File: src/rtl/mem_stage.sv
// Memory stage: aligns/extends load data, buffers it under WB stall,
// and drives the write-back bus and the decode forward bus.
module mem_stage #(
    parameter int ES_TO_MS_BUS_WD = 76,
    parameter int MS_TO_WS_BUS_WD = 70,
    parameter int MS_FWD_BUS_WD   = 38
) (
    input  logic                       clk,
    input  logic                       reset,
    input  logic                       ws_allowin,
    output logic                       ms_allowin,
    input  logic                       es_to_ms_valid,
    input  logic [ES_TO_MS_BUS_WD-1:0] es_to_ms_bus,
    output logic                       ms_to_ws_valid,
    output logic [MS_TO_WS_BUS_WD-1:0] ms_to_ws_bus,
    input  logic [31:0]                data_sram_rdata,
    output logic [MS_FWD_BUS_WD-1:0]   ms_fwd_bus
);

    logic                       ms_valid_q, ms_valid_d;
    logic                       ms_first_q, ms_first_d;
    logic [ES_TO_MS_BUS_WD-1:0] ms_bus_q, ms_bus_d;
    logic [31:0]                rbuf_q, rbuf_d;
    logic                       rbuf_valid_q, rbuf_valid_d;

    logic        ms_ready_go;
    logic        accept;
    logic [2:0]  ld_type;
    logic [1:0]  addr_lo;
    logic        res_from_mem;
    logic        gr_we;
    logic [4:0]  dest;
    logic [31:0] ex_result;
    logic [31:0] pc;
    logic [31:0] mem_word;
    logic [7:0]  ld_byte;
    logic [15:0] ld_half;
    logic [31:0] ld_data;
    logic [31:0] final_result;

    assign ld_type      = ms_bus_q[75:73];
    assign addr_lo      = ms_bus_q[72:71];
    assign res_from_mem = ms_bus_q[70];
    assign gr_we        = ms_bus_q[69];
    assign dest         = ms_bus_q[68:64];
    assign ex_result    = ms_bus_q[63:32];
    assign pc           = ms_bus_q[31:0];

    // The stage never needs extra cycles: SRAM data arrives in the first cycle.
    assign ms_ready_go    = 1'b1;
    assign ms_allowin     = !ms_valid_q || (ms_ready_go && ws_allowin);
    assign ms_to_ws_valid = ms_valid_q && ms_ready_go;
    assign accept         = es_to_ms_valid && ms_allowin;

    // Next-state for the occupancy, first-cycle flag, bus and read buffer.
    always_comb begin
        ms_valid_d   = ms_valid_q;
        ms_first_d   = 1'b0;
        ms_bus_d     = ms_bus_q;
        rbuf_d       = rbuf_q;
        rbuf_valid_d = rbuf_valid_q;
        if (ms_allowin) begin
            ms_valid_d = es_to_ms_valid;
        end
        if (accept) begin
            ms_bus_d   = es_to_ms_bus;
            ms_first_d = 1'b1;
        end
        if (accept || ms_allowin) begin
            rbuf_valid_d = 1'b0;
        end else if (ms_valid_q && ms_first_q && res_from_mem && !ws_allowin) begin
            // Live rdata is only good for one cycle; hold it while WB stalls.
            rbuf_d       = data_sram_rdata;
            rbuf_valid_d = 1'b1;
        end
    end

    // Control flops with synchronous reset.
    always_ff @(posedge clk) begin
        if (reset) begin
            ms_valid_q   <= 1'b0;
            ms_first_q   <= 1'b0;
            rbuf_valid_q <= 1'b0;
        end else begin
            ms_valid_q   <= ms_valid_d;
            ms_first_q   <= ms_first_d;
            rbuf_valid_q <= rbuf_valid_d;
        end
    end

    // Datapath flops; contents are qualified by the control flops.
    always_ff @(posedge clk) begin
        ms_bus_q <= ms_bus_d;
        rbuf_q   <= rbuf_d;
    end

    // Select load word, then align and extend by load type.
    always_comb begin
        mem_word = rbuf_valid_q ? rbuf_q : data_sram_rdata;
        ld_byte  = mem_word[7:0];
        case (addr_lo)
            2'd1:    ld_byte = mem_word[15:8];
            2'd2:    ld_byte = mem_word[23:16];
            2'd3:    ld_byte = mem_word[31:24];
            default: ld_byte = mem_word[7:0];
        endcase
        ld_half = addr_lo[1] ? mem_word[31:16] : mem_word[15:0];
        case (ld_type)
            3'd1:    ld_data = {{24{ld_byte[7]}}, ld_byte};
            3'd2:    ld_data = {24'd0, ld_byte};
            3'd3:    ld_data = {{16{ld_half[15]}}, ld_half};
            3'd4:    ld_data = {16'd0, ld_half};
            default: ld_data = mem_word;
        endcase
        final_result = res_from_mem ? ld_data : ex_result;
    end

    assign ms_to_ws_bus = {gr_we, dest, final_result, pc};
    assign ms_fwd_bus   = {ms_valid_q && gr_we, dest, final_result};

endmodule

File: config.mk
export PLATFORM = sky130hd
export DESIGN_NAME = mem_stage
export DESIGN_NICKNAME = d
export VERILOG_FILES = /design/src/rtl/mem_stage.sv
export SDC_FILE = /design/constraint.sdc
export NUM_CORES = 1
export LEC_CHECK = 0
export ABC_CLOCK_PERIOD_IN_PS = 5000
export CORE_UTILIZATION = 35
export CTS_BUF_LIST = sky130_fd_sc_hd__clkbuf_2
export DETAILED_ROUTE_END_ITERATION = 10
export PLACE_DENSITY_LB_ADDON = 0.05
export REMOVE_ABC_BUFFERS = 1
export SLEW_MARGIN = 20
export SYNTH_ARGS = -nofsm -noshare
export SYNTH_HDL_FRONTEND = slang
export SYNTH_SLANG_ARGS = --single-unit
File: constraint.sdc
create_clock -name clk -period 5 [get_ports clk]
set_input_delay 1 -clock clk [delete_from_list [all_inputs] [get_ports clk]]
set_output_delay 1 -clock clk [all_outputs]
set_load 0.05 [all_outputs]
# After elaboration in Yosys (flattened, before gate mapping)
# Index checks and enable logic that the tools add are counted.
# op_classes
n_eq_ne	7
bitwise_logic	1
mux	6
n_reduce_logical	11
# op_table
cell	count
$pmux W32 S4	1
$mux W32	2
$pmux W8 S3	1
$mux W16	1
$eq A3 B2 Y1 const B	2
$logic_and A1 B1 Y1	5
$eq A2 B2 Y1 const B	2
$eq A3 B1 Y1 const B	1
$eq A3 B3 Y1 const B	1
$eq A2 B1 Y1 const B	1
$logic_not A1 Y1	2
$logic_or A1 B1 Y1	2
$reduce_and A2 Y1	1
$reduce_or A2 Y1	1
$mux W1	1
$not A1 Y1	1
# totals
reg_bits	111
elab_cells	30

# Depth between registers and ports, before layout
# Gate-level depths: netlist of the first run.
# depth
depth_word	6
depth_mapped	9
ltp_nobuf	4

# Worst setup path after synthesis of the first run
# Ideal clock, no wire load.
# synth_timing
path_kind	in2out
startpoint	in data_sram_rdata[31]
endpoint	out ms_to_ws_bus[41]
arrival_ns	2.935
setup_slack_ns	1.065
path_stages	6
required_time_ns	4.000
cell_sequence	mux4_2 -> nand2b_4 -> nand4_2 -> buf_6 -> a31oi_1 -> buf_4
# synth_between
elab_chain_len	4
# synth_rtl
item	line	text
start, declared	16	input logic [31:0] data_sram_rdata,
$mux W32	99	mem_word = rbuf_valid_q ? rbuf_q : data_sram_rdata;
$pmux W8 S3	101	case (addr_lo)
$pmux W32 S4	108	case (ld_type)
$mux W32	115	final_result = res_from_mem ? ld_data : ex_result;
end, declared	15	output logic [MS_TO_WS_BUS_WD-1:0] ms_to_ws_bus,
# No other way between the ends.

# Worst setup path in the final report of the first run
# layout_timing
startpoint	reg ms_bus_q[74]
endpoint	out ms_to_ws_bus[39]
# layout_between
elab_chain_len	3
elab_cells_between_ends	6
cone_classes	eq/ne (4); mux (2)
# layout_rtl
item	line	text
start, declared	22	logic [ES_TO_MS_BUS_WD-1:0] ms_bus_q, ms_bus_d;
start signal, assigned	93	ms_bus_q <= ms_bus_d;
$eq A3 B3 Y1 (tied with other cells)	108	
$pmux W32 S4 *	108	
$mux W32 *	115	
# Every way passes the cells marked *; elsewhere a longest branch is shown, timed or not.

==> results of run 1 <==
power breakdown:
group / internal (mW) / leakage, nW / switching [mW]
clock network: 0.0769 / 0.0652 / 0.323
registers: 1.07 / 1.05 / 0.0200
logic: 0.352 / 1.68 / 0.464
total: 1.50 / 2.79 / 0.807
state kept, by name, indices dropped and copies added (netlist names):
| name | cells |
|---|---|
| ms_bus_q | 76 |
| ms_first_q | 1 |
| rbuf_q | 32 |
| ms_to_ws_valid | 1 |
| rbuf_valid_q | 1 |
layout make-up:
type | count | area (um^2)
Inverter | 2 | 7.51
Antenna cell | 1 | 2.50
Multi-Input combinational cell | 219 | 1580
Timing Repair Buffer | 228 | 2770
Tap cell | 211 | 264
Sequential cell | 111 | 3300
Clock buffer | 10 | 50.0
Clock inverter | 6 | 50.0
Fill cell | 1361 | 7400
worst max-delay path: cells and delay by family (launching register included):
kind / cells / cell delay, ns
AND/OR/NAND/NOR: 2 / 0.52
XOR/XNOR: 1 / 0.34
AO/OA/AOI/OAI: 1 / 0.34
flip-flops: 1 / 0.55
buffers and inverters: 2 / 1.11
placed cells by master, fill, tap and decap left out, types with 2 or more instances in the layout:
| cell | instances |
|---|---|
| xor2_1 | 2 |
| mux2_2 | 17 |
| and3b_1 | 2 |
| a41oi_1 | 11 |
| a31oi_1 | 24 |
| and4b_1 | 3 |
| clkdlybuf4s50_1 | 173 |
| o22ai_1 | 4 |
| edfxtp_1 | 108 |
| buf_12 | 50 |
| inv_6 | 3 |
| nand3_1 | 7 |
| nor2b_1 | 2 |
| o311ai_0 | 4 |
| mux2i_1 | 17 |
| buf_4 | 5 |
| nand2_1 | 32 |
| and2_1 | 2 |
| a21oi_1 | 6 |
| a22oi_1 | 3 |
| dfxtp_1 | 2 |
| mux4_2 | 7 |
| o21ai_0 | 4 |
| o21a_1 | 13 |
| nor2_1 | 42 |
| clkbuf_2 | 10 |
kinds of logic after synthesis:
family                    share of synthesized area [%]
AOI/OAI and AO/OA                                  9.17
and+or+nand+nor                                    8.32
muxes                                              10.0
xor gates and xnor gates                          0.470
DFF                                                59.0
buffers and inverters                              13.0
per-stage QoR:
stage               util [%]  cell area, um^2  setup slack (ns)
detailed placement      51.4             7930             0.721
global route            52.1             8030             0.176
floorplan                  -             4880            -0.169
CTS                     52.0             8030             0.380
global placement        51.4             7930             0.711
finish                  52.1             8030             0.494
routing by layer:
metal	wire [um]	up-vias	part of all wire [%]	track usage, %
li1	-	1816	-	-
met4	140	0	0.97	4.78
met1	5900	1846	41	22.8
met5	0	-	0	0
met3	1470	9	10	7.48
met2	6890	182	48	28.3
worst min path at each step:
stage                     startpoint                   endpoint  depth (start not counted)
2_1_floorplan  ms_first_q$_SDFF_PP0_  rbuf_valid_q$_SDFFE_PP0P_                          2
3_3_place_gp   ms_first_q$_SDFF_PP0_  rbuf_valid_q$_SDFFE_PP0P_                          2
3_5_place_dp   ms_first_q$_SDFF_PP0_  rbuf_valid_q$_SDFFE_PP0P_                          2
4_1_cts        ms_first_q$_SDFF_PP0_  rbuf_valid_q$_SDFFE_PP0P_                          2
5_1_grt        ms_first_q$_SDFF_PP0_  rbuf_valid_q$_SDFFE_PP0P_                          2
6_report       ms_first_q$_SDFF_PP0_  rbuf_valid_q$_SDFFE_PP0P_                          2
==> results.sh, run 1 <==
export IMPL_hp_class="flip-flop to flip-flop"
export IMPL_powerDensity_nw_per_um2=287
export IMPL_yosysTopAreaCellShare_pct=57.9
export IMPL_grt_first_pass_wirelength_mm=22.1
export IMPL_firstDrtPassIters=7
export IMPL_synthTopCellsByArea="edfxtp_1, buf_4, mux2_2, mux2i_1, nor2_1"
export IMPL_critPathCapture="ms_to_ws_bus[39]"
export IMPL_finalNonFillerCells=788
export IMPL_insertion_delay_ns=0.64
export IMPL_r2r_end="rbuf_q[30]$_DFFE_PP_"
export IMPL_status="finished, final reports clean"
export IMPL_cp_required_ns=4.00
export IMPL_area_growth_pct=43.5
export IMPL_synth_seq_cells=111
export IMPL_final_layout_size_suffix_gt1_share_pct=17.9
export IMPL_critPathMaxFanout=6
export IMPL_syn_instance_count=431
export IMPL_rsz0062_at_grt="no"
export IMPL_cts_buffers=9
export IMPL_synth_lib_cells_used_distinct=43
export IMPL_max_slew_margin_pct=28.7
export IMPL_ys_top_cells_by_count="edfxtp_1, buf_4, nor2_1, nand2_1, a31oi_1"
export IMPL_core_area_um2=15400
export IMPL_post_dp_hpwl_mm=10.4
export IMPL_gp_congestion=0.731
export IMPL_cp_end_kind="output port"
export IMPL_first_iter_violations=312
export IMPL_worstSetupPathType="flip-flop to output port"
export IMPL_synth_edf_count=108
export IMPL_cts_setup_buffers=0
export IMPL_design_power_total_mw=2.30
export IMPL_grt_ovfl_total=0
export IMPL_maxCapViolCount=0
export IMPL_critPathLaunchType="flip-flop"
export IMPL_setup_tns_final_ns=0
export IMPL_reg2reg_slack_ns=2.70
export IMPL_yosysMostFrequentCell="edfxtp_1"
export IMPL_cp_startpoint="ms_bus_q[74]$_DFFE_PP_"
export IMPL_rr_startpoint="ms_bus_q[70]$_DFFE_PP_"
export IMPL_synth_area_um2=5600
export IMPL_power_leakage_nw=2.79
export IMPL_wirelength_mm=14.4
export IMPL_wl_per_cell_um=18.3
export IMPL_cp_slowest_cell="clkdlybuf4s50_1"
export IMPL_worstMarginPinSlew_ns=1.07
export IMPL_synth_seq_area_share_pct=59.0
export IMPL_via_per_inst=4.89
export IMPL_clock_skew_ns=0.0267
export IMPL_dieArea_um2=16500
export IMPL_cts_clk_slew_worst_paths_ns=0.32
export IMPL_cts_root_buf="clkbuf_2"
export IMPL_vias=3853
export IMPL_setup_violations=0
export IMPL_grt_max_degree=78
export IMPL_ant_nets=0
export IMPL_peakVddDrop_v=0.000191
export IMPL_hold_viol=0
export IMPL_io_buffers=221
export IMPL_hold_slack_ns=0.552
export IMPL_initial_core_util_pct=36.3
export IMPL_ys_warn_count=0
export IMPL_yosysTopAreaCell="edfxtp_1"
export IMPL_clock_sinks=111
export IMPL_cts_resized=0
export IMPL_ys_flop_type="edfxtp_1"
export IMPL_slew_viol_final=0
export IMPL_grt_pass1_vias=3907
export IMPL_synth_avg_cell_area_um2=13.0
export IMPL_die_w_um=128
export IMPL_path_cells="xor2_1 -> nor2b_1 -> buf_4 -> nand4_1 -> a31oi_1 -> clkdlybuf4s50_1"
export IMPL_cts_tree="done"
export IMPL_rr_worst_depth=2
export IMPL_drc=0
export IMPL_rows=45
export IMPL_cts_hold_buf=0
export IMPL_clock_path_buffers=2
export IMPL_dp_cells=771
export IMPL_pin_count=222
export IMPL_arrival_ns=3.51
export IMPL_layout_min_cycle_time_ns=4.51
export IMPL_post_route_period_util_pct=90.1
export IMPL_track_usage_pct=18.0
export IMPL_synth_async_reset_ratio_pct=0
export IMPL_slowest_delay_ns=0.88
export IMPL_fmax_mhz=222
export IMPL_antenna_found_initial=1
export IMPL_die_y_um=128
export IMPL_ctsHtreeMaxLevel=3
export IMPL_nets=683
Note: power is estimated with default switching activity, not from simulation.
==> run 2, diff against run 1 <==
--- a/config.mk
+++ b/config.mk
@@ -9,7 +9,9 @@
 export CORE_UTILIZATION = 35
 export CTS_BUF_LIST = sky130_fd_sc_hd__clkbuf_2
 export DETAILED_ROUTE_END_ITERATION = 10
+export GPL_TIMING_DRIVEN = 0
 export PLACE_DENSITY_LB_ADDON = 0.05
+export RECOVER_POWER = 25
 export REMOVE_ABC_BUFFERS = 1
 export SLEW_MARGIN = 20
 export SYNTH_ARGS = -nofsm -noshare
==> run 2 against run 1 <==
Net effect:
- via count is 1.5% higher
- register-to-register slack better by 0.26 ns
- sequential cell count stayed put
- largest power group unchanged
- highest routed layer unchanged
- power is 4.9% lower
- clock power hardly changed
- global-route usage is 0.61 points higher
- sequential share of layout area is 1.8 points higher
- non-clock buffer count is 7 higher
- clock-buffer cell count stayed put
- clock skew is 0.0026 ns lower
- setup slack worse by 0.22 ns
==> results.sh, run 2 (synthesized netlist as in run 1, its figures left out) <==
export IMPL_track_usage_pct=18.6
export IMPL_worstMarginPinSlew_ns=0.763
export IMPL_wl_met3_mm=1.36
export IMPL_hold_viol=0
export IMPL_cts_hold_buf=0
export IMPL_core_area_um2=15400
export IMPL_layout_min_cycle_time_ns=4.73
export IMPL_gp_congestion=0.738
export IMPL_rr_worst_depth=4
export IMPL_critPathBufInv=2
export IMPL_top_regs="ms_bus_q: 76 flops, rbuf_q: 32 flops"
export IMPL_grt_max_degree=49
export IMPL_post_route_period_util_pct=94.6
export IMPL_drc=0
export IMPL_rsz0062_at_grt="no"
export IMPL_holdPathStages=2
export IMPL_post_dp_hpwl_mm=10.5
export IMPL_cp_slowest_cell="clkdlybuf4s50_1"
export IMPL_cp_startpoint="data_sram_rdata[31]"
export IMPL_nets=690
export IMPL_ant_nets=0
export IMPL_rows=45
export IMPL_dieArea_um2=16500
export IMPL_ctsHtreeMaxLevel=3
export IMPL_slew_viol_final=0
export IMPL_r2r_end="rbuf_q[19]$_DFFE_PP_"
export IMPL_grt_pass1_vias=3916
export IMPL_rr_startpoint="ms_bus_q[70]$_DFFE_PP_"
export IMPL_initial_core_util_pct=36.3
export IMPL_n_fill_cell=1383
export IMPL_firstDrtPassIters=4
export IMPL_finalNonFillerCells=795
export IMPL_multi_input_area_um2=1600
export IMPL_cts_root_buf="clkbuf_2"
export IMPL_path_cells="clkdlybuf4s50_1 -> mux4_2 -> nand2_1 -> a41oi_1 -> clkdlybuf4s50_1"
export IMPL_arrival_ns=3.73
export IMPL_place_area_um2=7500
export IMPL_regArea_um2=3310
export IMPL_grt_ovfl_total=0
export IMPL_pin_count=222
export IMPL_wirelength_mm=15.2
export IMPL_cts_clk_slew_worst_paths_ns=0.32
export IMPL_dp_cells=770
export IMPL_clock_path_buffers=2
export IMPL_hold_start="ms_first_q$_SDFF_PP0_"
export IMPL_final_layout_size_suffix_gt1_share_pct=11.1
export IMPL_path_common_cell="clkdlybuf4s50_1"
export IMPL_cp_end_kind="output port"
export IMPL_m1WireLength_mm=6.50
export IMPL_clock_sinks=111
export IMPL_wl_met2_mm=7.17
export IMPL_maxCapViolCount=0
export IMPL_hold_end="rbuf_valid_q$_SDFFE_PP0P_"
export IMPL_via_per_inst=4.92
export IMPL_wl_per_cell_um=19.1
export IMPL_reg2reg_slack_ns=2.96
export IMPL_first_iter_violations=246
export IMPL_slowest_delay_ns=0.88
export IMPL_setup_violations=0
export IMPL_max_slew_margin_pct=49.0
export IMPL_area_growth_pct=37.5
export IMPL_top_layer="met4"
export IMPL_die_w_um=128
export IMPL_clock_skew_ns=0.0241
export IMPL_vias=3911
export IMPL_peakVddDrop_v=0.000217
export IMPL_antenna_found_initial=1
export IMPL_insertion_delay_ns=0.63
export IMPL_fmax_mhz=212
export IMPL_critPathLaunchType="primary input"
export IMPL_most_common_layout_cells="clkdlybuf4s50_1, edfxtp_1, dlygate4sd3_1, nor2_1, nand2_1"
export IMPL_grt_first_pass_wirelength_mm=22.5
export IMPL_die_y_um=128
export IMPL_critPathMaxFanout=16
export IMPL_largest_reg_flops=76
export IMPL_cts_tree="done"
export IMPL_top_register="ms_bus_q"
export IMPL_status="finished, final reports clean"
export IMPL_cp_required_ns=4.00
export IMPL_cts_buffers=9
export IMPL_power_leakage_nw=2.61
export IMPL_worstSetupPathType="primary input to output port"
export IMPL_hp_class="flip-flop to flip-flop"
export IMPL_layout_commonest_cell="clkdlybuf4s50_1"
export IMPL_io_buffers=221
export IMPL_powerDensity_nw_per_um2=285
export IMPL_cp_top_family="buffers and inverters"
export IMPL_design_area_um2=7700
## run 2: final cells by class
cell class	count	share of cell area [%]
diodes	1	0.0325
clock buffers	10	0.650
multi-input cells	219	20.8
repair buffers	235	31.4
flip-flops and latches	111	43.0
inverters	2	0.114
well taps	211	3.43
clock inverters	6	0.650
## run 2: how the worst max path moves through the flow
stage                  endpoint  cells past startpoint
6_report       ms_to_ws_bus[63]                      5
3_3_place_gp     ms_fwd_bus[31]                      5
4_1_cts          ms_fwd_bus[23]                      5
2_1_floorplan    ms_fwd_bus[12]                      4
5_1_grt          ms_fwd_bus[23]                      4
3_5_place_dp     ms_fwd_bus[23]                      5
## run 2: through the flow
step / setup WS [ns] / util (%) / setup TNS, ns / power (mW) / hold WS [ns]
6_report: 0.272 / 49.9 / 0 / 2.19 / 0.589
2_1_floorplan: -0.169 / - / -3.86 / 1.52 / 0.509
3_5_place_dp: -0.370 / 48.6 / -11.03 / 1.82 / 0.555
3_3_place_gp: -0.845 / 47.7 / -34.10 / 1.81 / 0.536
4_1_cts: 0.00895 / 49.6 / 0 / 2.23 / 0.590
5_1_grt: 0.0747 / 49.9 / 0 / 2.28 / 0.612
## run 2: worst register-to-register path: stages (launching register included)
cell and delay (ns):
edfxtp_1 0.82, buf_16 0.23, nand2_1 0.10, nor2_4 0.37
buf_12 0.25
## run 2: timing repair
item                       CTS  global route
resized for setup            3             1
setup endpoints to repair   62            22
cloned                       0             0
setup buffers                4             4
pin swaps                    0             0
## run 2: per-layer routing
metal  GRT usage [%]  vias up
met3            7.23       11
met1            23.5     1891
li1                -     1835
met5               0        -
met2            29.4      174
met4            5.67        0
## run 2: power breakdown
part           leakage [nW]  switching [mW]  internal, mW  total (mW)
logic                  1.49           0.449         0.261       0.710
clock network        0.0652           0.321        0.0768       0.398
registers              1.05          0.0174          1.07        1.08
